`config.mk`:
```
export PLATFORM = sky130hd
export DESIGN_NAME = hazard_fwd_unit_flat
export DESIGN_NICKNAME = d
export VERILOG_FILES = /design/src/rtl/hazard_fwd_unit_if.sv /design/src/rtl/hazard_fwd_unit.sv /design/src/flat_wrapper.sv
export SDC_FILE = /design/constraint.sdc
export NUM_CORES = 1
export LEC_CHECK = 0
export CAP_MARGIN = 20
export CORE_AREA = 2 2 103 204
export CTS_BUF_LIST = sky130_fd_sc_hd__clkbuf_4 sky130_fd_sc_hd__clkbuf_8
export DETAILED_ROUTE_END_ITERATION = 10
export DIE_AREA = 0 0 105 206
export GPL_ROUTABILITY_DRIVEN = 0
export PLACE_DENSITY = 0.67
export SYNTH_ARGS = -nofsm -noshare
export SYNTH_HDL_FRONTEND = slang
export SYNTH_SLANG_ARGS = --single-unit
```
`constraint.sdc`:
```
create_clock -name clk -period 3.38 [get_ports clk]
set_input_delay 0.676 -clock clk [delete_from_list [all_inputs] [get_ports clk]]
set_output_delay 0.676 -clock clk [all_outputs]
set_load 0.05 [all_outputs]
```
`src/rtl/hazard_fwd_unit_if.sv`:
```
// D-stage operand/hazard bus between the datapath (master) and hazard_fwd_unit (slave).
// Purely combinational request/response; stall is the only backpressure, and it is level-based.
interface hazard_fwd_unit_if #(
  parameter int XLEN        = 32,
  parameter int RFIDX_WIDTH = 5,
  parameter int NSTAGES     = 3,
  parameter int SELW        = $clog2(NSTAGES + 1)
);
  logic                     validD;
  logic [RFIDX_WIDTH-1:0]   rs1D;
  logic [RFIDX_WIDTH-1:0]   rs2D;
  logic                     use_rs1D;
  logic                     use_rs2D;
  logic [RFIDX_WIDTH-1:0]   rdD;
  logic                     regwriteD;
  logic                     memtoregD;
  logic                     flush;
  logic                     hold;
  logic [XLEN-1:0]          rdata1D;
  logic [XLEN-1:0]          rdata2D;
  logic [NSTAGES*XLEN-1:0]  stage_res;
  logic [XLEN-1:0]          opaD;
  logic [XLEN-1:0]          opbD;
  logic [SELW-1:0]          fwd_a_sel;
  logic [SELW-1:0]          fwd_b_sel;
  logic                     stall;
  logic [31:0]              stall_cnt;

  modport master (
    output validD, rs1D, rs2D, use_rs1D, use_rs2D, rdD, regwriteD, memtoregD,
    output flush, hold, rdata1D, rdata2D, stage_res,
    input  opaD, opbD, fwd_a_sel, fwd_b_sel, stall, stall_cnt
  );

  modport slave (
    input  validD, rs1D, rs2D, use_rs1D, use_rs2D, rdD, regwriteD, memtoregD,
    input  flush, hold, rdata1D, rdata2D, stage_res,
    output opaD, opbD, fwd_a_sel, fwd_b_sel, stall, stall_cnt
  );
endinterface

```
`src/rtl/hazard_fwd_unit.sv`:
```
// Hazard/forwarding unit: tracks E..W writers, forwards D operands with zero latency.
// Backpressure: combinational stall on load-use (or hold); a stall inserts an E bubble.
module hazard_fwd_unit #(
  parameter int XLEN        = 32,
  parameter int RFIDX_WIDTH = 5,
  parameter int NSTAGES     = 3,
  parameter int LOAD_READY  = 2,
  parameter int SELW        = $clog2(NSTAGES + 1)
) (
  input  logic               clk,
  input  logic               reset,
  hazard_fwd_unit_if.slave   bus
);

  typedef struct packed {
    logic                   valid;
    logic [RFIDX_WIDTH-1:0] rd;
    logic                   regwrite;
    logic                   isload;
  } entry_t;

  entry_t [NSTAGES-1:0] inflight;
  entry_t               newEntry;
  logic [31:0]          stallCnt;
  logic [NSTAGES-1:0]   readyVec;
  logic [XLEN-1:0]      stageRes [NSTAGES];
  logic                 coreStall;

  for (genvar k = 0; k < NSTAGES; k++) begin : g_slice
    assign stageRes[k] = bus.stage_res[k*XLEN +: XLEN];
  end

  always_comb begin
    for (int k = 0; k < NSTAGES; k++) begin
      readyVec[k] = !inflight[k].isload || (k >= LOAD_READY);
    end
  end

  // One resolver per source operand: isolate the youngest match, then mux.
  for (genvar op = 0; op < 2; op++) begin : g_op
    logic [RFIDX_WIDTH-1:0] rs;
    logic                   useRs;
    logic [XLEN-1:0]        rfData;
    logic [NSTAGES-1:0]     hit;
    logic [NSTAGES-1:0]     first;
    logic [SELW-1:0]        sel;
    logic [XLEN-1:0]        data;
    logic                   haz;

    assign rs     = (op == 0) ? bus.rs1D     : bus.rs2D;
    assign useRs  = (op == 0) ? bus.use_rs1D : bus.use_rs2D;
    assign rfData = (op == 0) ? bus.rdata1D  : bus.rdata2D;

    always_comb begin
      for (int k = 0; k < NSTAGES; k++) begin
        hit[k] = useRs && (rs != '0) && inflight[k].valid &&
                 inflight[k].regwrite && (inflight[k].rd == rs);
      end
    end

    assign first = hit & (~hit + NSTAGES'(1));
    assign haz   = |(first & ~readyVec);

    always_comb begin
      sel  = '0;
      data = rfData;
      for (int k = 0; k < NSTAGES; k++) begin
        if (first[k] && readyVec[k]) begin
          sel  = SELW'(k + 1);
          data = stageRes[k];
        end
      end
    end
  end

  assign coreStall = bus.validD && !bus.flush && (g_op[0].haz || g_op[1].haz);

  assign bus.stall     = coreStall || bus.hold;
  assign bus.fwd_a_sel = g_op[0].sel;
  assign bus.fwd_b_sel = g_op[1].sel;
  assign bus.opaD      = g_op[0].data;
  assign bus.opbD      = g_op[1].data;
  assign bus.stall_cnt = stallCnt;

  assign newEntry.valid    = bus.validD && !coreStall && !bus.flush;
  assign newEntry.rd       = bus.rdD;
  assign newEntry.regwrite = bus.regwriteD;
  assign newEntry.isload   = bus.memtoregD;

  // hold freezes everything, including flush sampling; reset overrides hold.
  always_ff @(posedge clk) begin
    if (reset) begin
      inflight <= '0;
      stallCnt <= '0;
    end else if (!bus.hold) begin
      inflight <= {inflight[NSTAGES-2:0], newEntry};
      if (coreStall && (stallCnt != '1)) begin
        stallCnt <= stallCnt + 32'd1;
      end
    end
  end

endmodule

```
`src/flat_wrapper.sv`:
```
// flat-port wrapper written by rule: the top's interface ports become plain ports
module hazard_fwd_unit_flat 
#(
  parameter int XLEN        = 32,
  parameter int RFIDX_WIDTH = 5,
  parameter int NSTAGES     = 3,
  parameter int LOAD_READY  = 2,
  parameter int SELW        = $clog2(NSTAGES + 1)
)
  (clk, reset, bus_validD, bus_rs1D, bus_rs2D, bus_use_rs1D, bus_use_rs2D, bus_rdD, bus_regwriteD, bus_memtoregD, bus_flush, bus_hold, bus_rdata1D, bus_rdata2D, bus_stage_res, bus_opaD, bus_opbD, bus_fwd_a_sel, bus_fwd_b_sel, bus_stall, bus_stall_cnt);
  hazard_fwd_unit_if #(.XLEN(XLEN), .RFIDX_WIDTH(RFIDX_WIDTH), .NSTAGES(NSTAGES), .SELW(SELW)) bus_i ();
  input  logic clk;
  input  logic reset;
  input wire logic [$bits(bus_i.validD)-1:0] bus_validD;
  input wire logic [$bits(bus_i.rs1D)-1:0] bus_rs1D;
  input wire logic [$bits(bus_i.rs2D)-1:0] bus_rs2D;
  input wire logic [$bits(bus_i.use_rs1D)-1:0] bus_use_rs1D;
  input wire logic [$bits(bus_i.use_rs2D)-1:0] bus_use_rs2D;
  input wire logic [$bits(bus_i.rdD)-1:0] bus_rdD;
  input wire logic [$bits(bus_i.regwriteD)-1:0] bus_regwriteD;
  input wire logic [$bits(bus_i.memtoregD)-1:0] bus_memtoregD;
  input wire logic [$bits(bus_i.flush)-1:0] bus_flush;
  input wire logic [$bits(bus_i.hold)-1:0] bus_hold;
  input wire logic [$bits(bus_i.rdata1D)-1:0] bus_rdata1D;
  input wire logic [$bits(bus_i.rdata2D)-1:0] bus_rdata2D;
  input wire logic [$bits(bus_i.stage_res)-1:0] bus_stage_res;
  output wire logic [$bits(bus_i.opaD)-1:0] bus_opaD;
  output wire logic [$bits(bus_i.opbD)-1:0] bus_opbD;
  output wire logic [$bits(bus_i.fwd_a_sel)-1:0] bus_fwd_a_sel;
  output wire logic [$bits(bus_i.fwd_b_sel)-1:0] bus_fwd_b_sel;
  output wire logic [$bits(bus_i.stall)-1:0] bus_stall;
  output wire logic [$bits(bus_i.stall_cnt)-1:0] bus_stall_cnt;
  assign bus_i.validD = bus_validD;
  assign bus_i.rs1D = bus_rs1D;
  assign bus_i.rs2D = bus_rs2D;
  assign bus_i.use_rs1D = bus_use_rs1D;
  assign bus_i.use_rs2D = bus_use_rs2D;
  assign bus_i.rdD = bus_rdD;
  assign bus_i.regwriteD = bus_regwriteD;
  assign bus_i.memtoregD = bus_memtoregD;
  assign bus_i.flush = bus_flush;
  assign bus_i.hold = bus_hold;
  assign bus_i.rdata1D = bus_rdata1D;
  assign bus_i.rdata2D = bus_rdata2D;
  assign bus_i.stage_res = bus_stage_res;
  assign bus_opaD = bus_i.opaD;
  assign bus_opbD = bus_i.opbD;
  assign bus_fwd_a_sel = bus_i.fwd_a_sel;
  assign bus_fwd_b_sel = bus_i.fwd_b_sel;
  assign bus_stall = bus_i.stall;
  assign bus_stall_cnt = bus_i.stall_cnt;
  hazard_fwd_unit #(.XLEN(XLEN), .RFIDX_WIDTH(RFIDX_WIDTH), .NSTAGES(NSTAGES), .LOAD_READY(LOAD_READY), .SELW(SELW)) u_core (.clk(clk), .reset(reset), .bus(bus_i));
endmodule
```
==> run summary <==
Mux cell area share after synthesis: 18.3%
Initial drt markers: 280
Post-route ant nets: 0
Minimum clock period: 3.57 ns
Worst Hold Class: reg2reg
FF-to-FF End: u_core.bus.stall_cnt[7]
Final Cycle Share: 106%
DIE HEIGHT: 206 um
Arr. time, crit path: 2.90 ns
Yosys top cell by area: dfxtp_1
Largest net degree at the start of global routing: 44
Peak supply drop: 0.157 mV
Global-route wire length before repair: 40700 um
R2R setup slack: 0.14 ns
Register area: 1110 sq um
Post-route setup TNS: -8.36 ns
Drc violations: 0
Crit path launch type: input pin
Core Footprint: 20200 sq um
# clock sinks: 55
Total Routing Usage GR: 24.0%
CP Max Fanout: 5
Synthesized net count: 889
# setup viols final: 66
RSZ-0062 raised after global routing: true
Dpl ws: -0.701 ns
Post-Synth Adder-Cell Area: 0.253%
Area added between synthesis and finish: 151%
Internal: 0.00143 W
Max-cap check violation count: 0
H-tree depth: 2
Simple-Gate Fraction of Synth Area: 28.6%
Ys Warns: 0
Via density: 5.18
Number of port buffers: 284
Setup Skew: 0.0145 ns
Avg WL per Cell: 21.2 um
Share of layout cells above drive strength 1: 44.3%
Final Hold Fails: 0
Crit path kind: in2out
Clock-pin slew on the worst setup and hold paths: 0.10 ns
Inserted Clock Buffers: 5
CTS tree: built
Hold Crit Depth: 2
Synth cell types: 56
Routed metal-1 wirelength: 10700 um
Rows: 74
Root buf cell: clkbuf_8
GR Overflow Total: 0
DR WL met2: 14800 um
Hold_buf cts: 0
Die Width: 105 um
Die area: 21600 sq um
# IOs: 285
Combinational share of power: 46.5%
DRT Pass-1 Iters: 4
Hold endpoint: u_core.inflight[17]
Reg2Reg Depth: 16
Post-synth EDFFs: 0
Pleak: 4.66 nW
Outcome: finished, violations left
Area of the multi-input gates: 5470 sq um
Vias in the first global route: 7228
Clock Power Share: 21.8%
Layout fillers: 1615
Synth Flop Type: dfxtp_1
Routed wire length: 28900 um
Post-synth ARST share: 0%
Post-Syn Area per Cell: 7.03 sq um
Highest metal layer with signal wires: met4
Mapped Area: 4950 sq um
Worst-Skew Late Latency: 0.32 ns
Pwr per Cell Area: 172 nW/um^2
Worst hold slack: 0.529 ns
Critical path required time: 2.70 ns
Area contributors post-synth: dfxtp_1 (22%), mux2i_1 (18%), o21ai_0 (12%)
Sequential fraction of the synthesis area: 22.3%
Slew of the pin with the lowest slew margin: 0.751 ns
Synth top area share: 22.3%
Nets: 1280
Psw: 0.000706 W
Met3 wire len: 2330 um
Failing checks: setup timing
Crit end category: primary output
Largest family of logic cells by synthesized area: simple AND/OR/NAND/NOR gates
Seq cells post-synth: 55
Complex-gate fraction of the synthesized area: 17.1%
Switching power share of the total: 33.0%
Syn Inst Count: 704
Reg power frac: 31.7%
Final Max Slew Viols: 0
DR vias: 7059
Worst R2R Start: u_core.inflight[13]
Hold_sp: u_core.inflight[17]
HPWL Detailed: 17400 um
Post-Synth XOR/XNOR Area: 9.38%
Initial core utilization: 24.5%
Worst slew margin: 49.9%
Clock Tree Buf Depth: 2
Initial antenna violation count: 1
Worst setup margin: -0.193 ns
Highest clock rate: 280 MHz
## how the worst max path moves through the flow
stage,end,slack [ns],cells past startpoint,startpoint
after CTS,bus_opbD[28],-0.16,11,bus_rs2D[0]
after floorplan,bus_opbD[12],-0.03,9,bus_rs2D[0]
final,bus_opaD[5],-0.19,15,bus_rs1D[4]
after detailed placement,bus_opaD[11],-0.70,14,bus_rs1D[4]
after global routing,bus_opaD[5],-0.29,15,bus_rs1D[4]
after global placement,bus_opaD[11],-0.66,14,bus_rs1D[0]
## kinds of logic (layout without fill, tap and decap cells)
kind of cell | after synthesis | count (layout)
XOR/XNOR | 53 | 53
adder cells (fa/ha/maj) | 1 | 1
multiplexers | 90 | 90
AO/OA/AOI/OAI | 154 | 154
AND/OR/NAND/NOR | 300 | 300
buffers and inverters | 51 | 443
other | 0 | 1
flip-flops | 55 | 55
## registers in the layout (all words and copies together) (netlist names)
| signal | count |
|---|---|
| u_core.bus.stall_cnt | 32 |
| u_core.inflight | 23 |
## cells in the mapped netlist (2+ instances only)
cell / instances
nand2_1: 148
o21ai_0: 117
mux2i_1: 87
nor2_1: 58
dfxtp_1: 55
clkbuf_1: 38
xnor2_1: 28
xor2_1: 25
nand4_1: 20
nand3_1: 16
o21ai_1: 16
nor2b_1: 7
and3_1: 6
nor3_1: 6
or4_1: 5
a21oi_1: 4
and4_1: 4
inv_1: 4
nor4_1: 4
o31ai_1: 4
or3_1: 4
buf_1: 3
buf_2: 3
nand2b_1: 3
nand4b_1: 3
or2_2: 3
buf_4: 2
mux2_1: 2
or4_4: 2
## worst max-delay path, stage by stage
cell and delay, ns:
buf_8 0.11, buf_6 0.12, xnor2_4 0.17, nand2_2 0.11, nor4_4 0.34, buf_4 0.16
nor2b_4 0.20, buf_6 0.12, buf_12 0.13, buf_6 0.11, mux2i_2 0.24, nand2_2 0.10
o21ai_4 0.09, o21ai_4 0.07, buf_12 0.15
## stage by stage
step / area, sq um / util, % / total power [W] / cells
3_5_place_dp: 10300 / 50.9 / 0.00153 / 1306
4_1_cts: 11800 / 58.3 / 0.00209 / 1345
2_1_floorplan: 5710 / - / 0.00102 / 704
3_3_place_gp: 10300 / 50.9 / 0.00152 / 1306
5_1_grt: 12400 / 61.6 / 0.00222 / 1363
6_report: 12400 / 61.6 / 0.00214 / 1363
## cells in the final DEF, fill, tap and decap left out, types with 28 or more instances in the layout
cell type	instances
dfxtp_1	50
mux2i_1	61
nor2_1	56
buf_12	85
nand2_1	93
o21ai_4	81
nand2_4	28
buf_4	83
clkdlybuf4s50_1	202
o21ai_2	47
## timing repair
action	4_1_cts	5_1_grt
setup endpoints to repair	69	70
setup buffers	35	18
gates resized for setup	316	105
gates cloned	18	3
pin swaps	74	80
## layer usage
| metal | global-route usage, % | vias to the layer above |
|---|---|---|
| met5 | 0 | - |
| met4 | 7.05 | 0 |
| met3 | 6.75 | 66 |
| met2 | 43.5 | 345 |
| met1 | 27.0 | 3376 |
| li1 | - | 3272 |
## power by group through the flow
stage               sequential (W)  combinational [W]  clock, W
finish                    0.000678           0.000994  0.000466
global route              0.000680            0.00104  0.000502
CTS                       0.000674           0.000934  0.000477
detailed placement        0.000688           0.000839         0
global placement          0.000688           0.000830         0
floorplan                 0.000683           0.000338         0
## final cells by class
class | count | area share (%)
repair buffers | 431 | 43.2
diodes | 1 | 0.0201
inverters | 4 | 0.121
well taps | 266 | 2.68
clock inverters | 3 | 0.443
flip-flops and latches | 55 | 8.91
clock buffers | 5 | 0.554
multi-input cells | 598 | 44.0
Power figures use the tool's default switching activity.
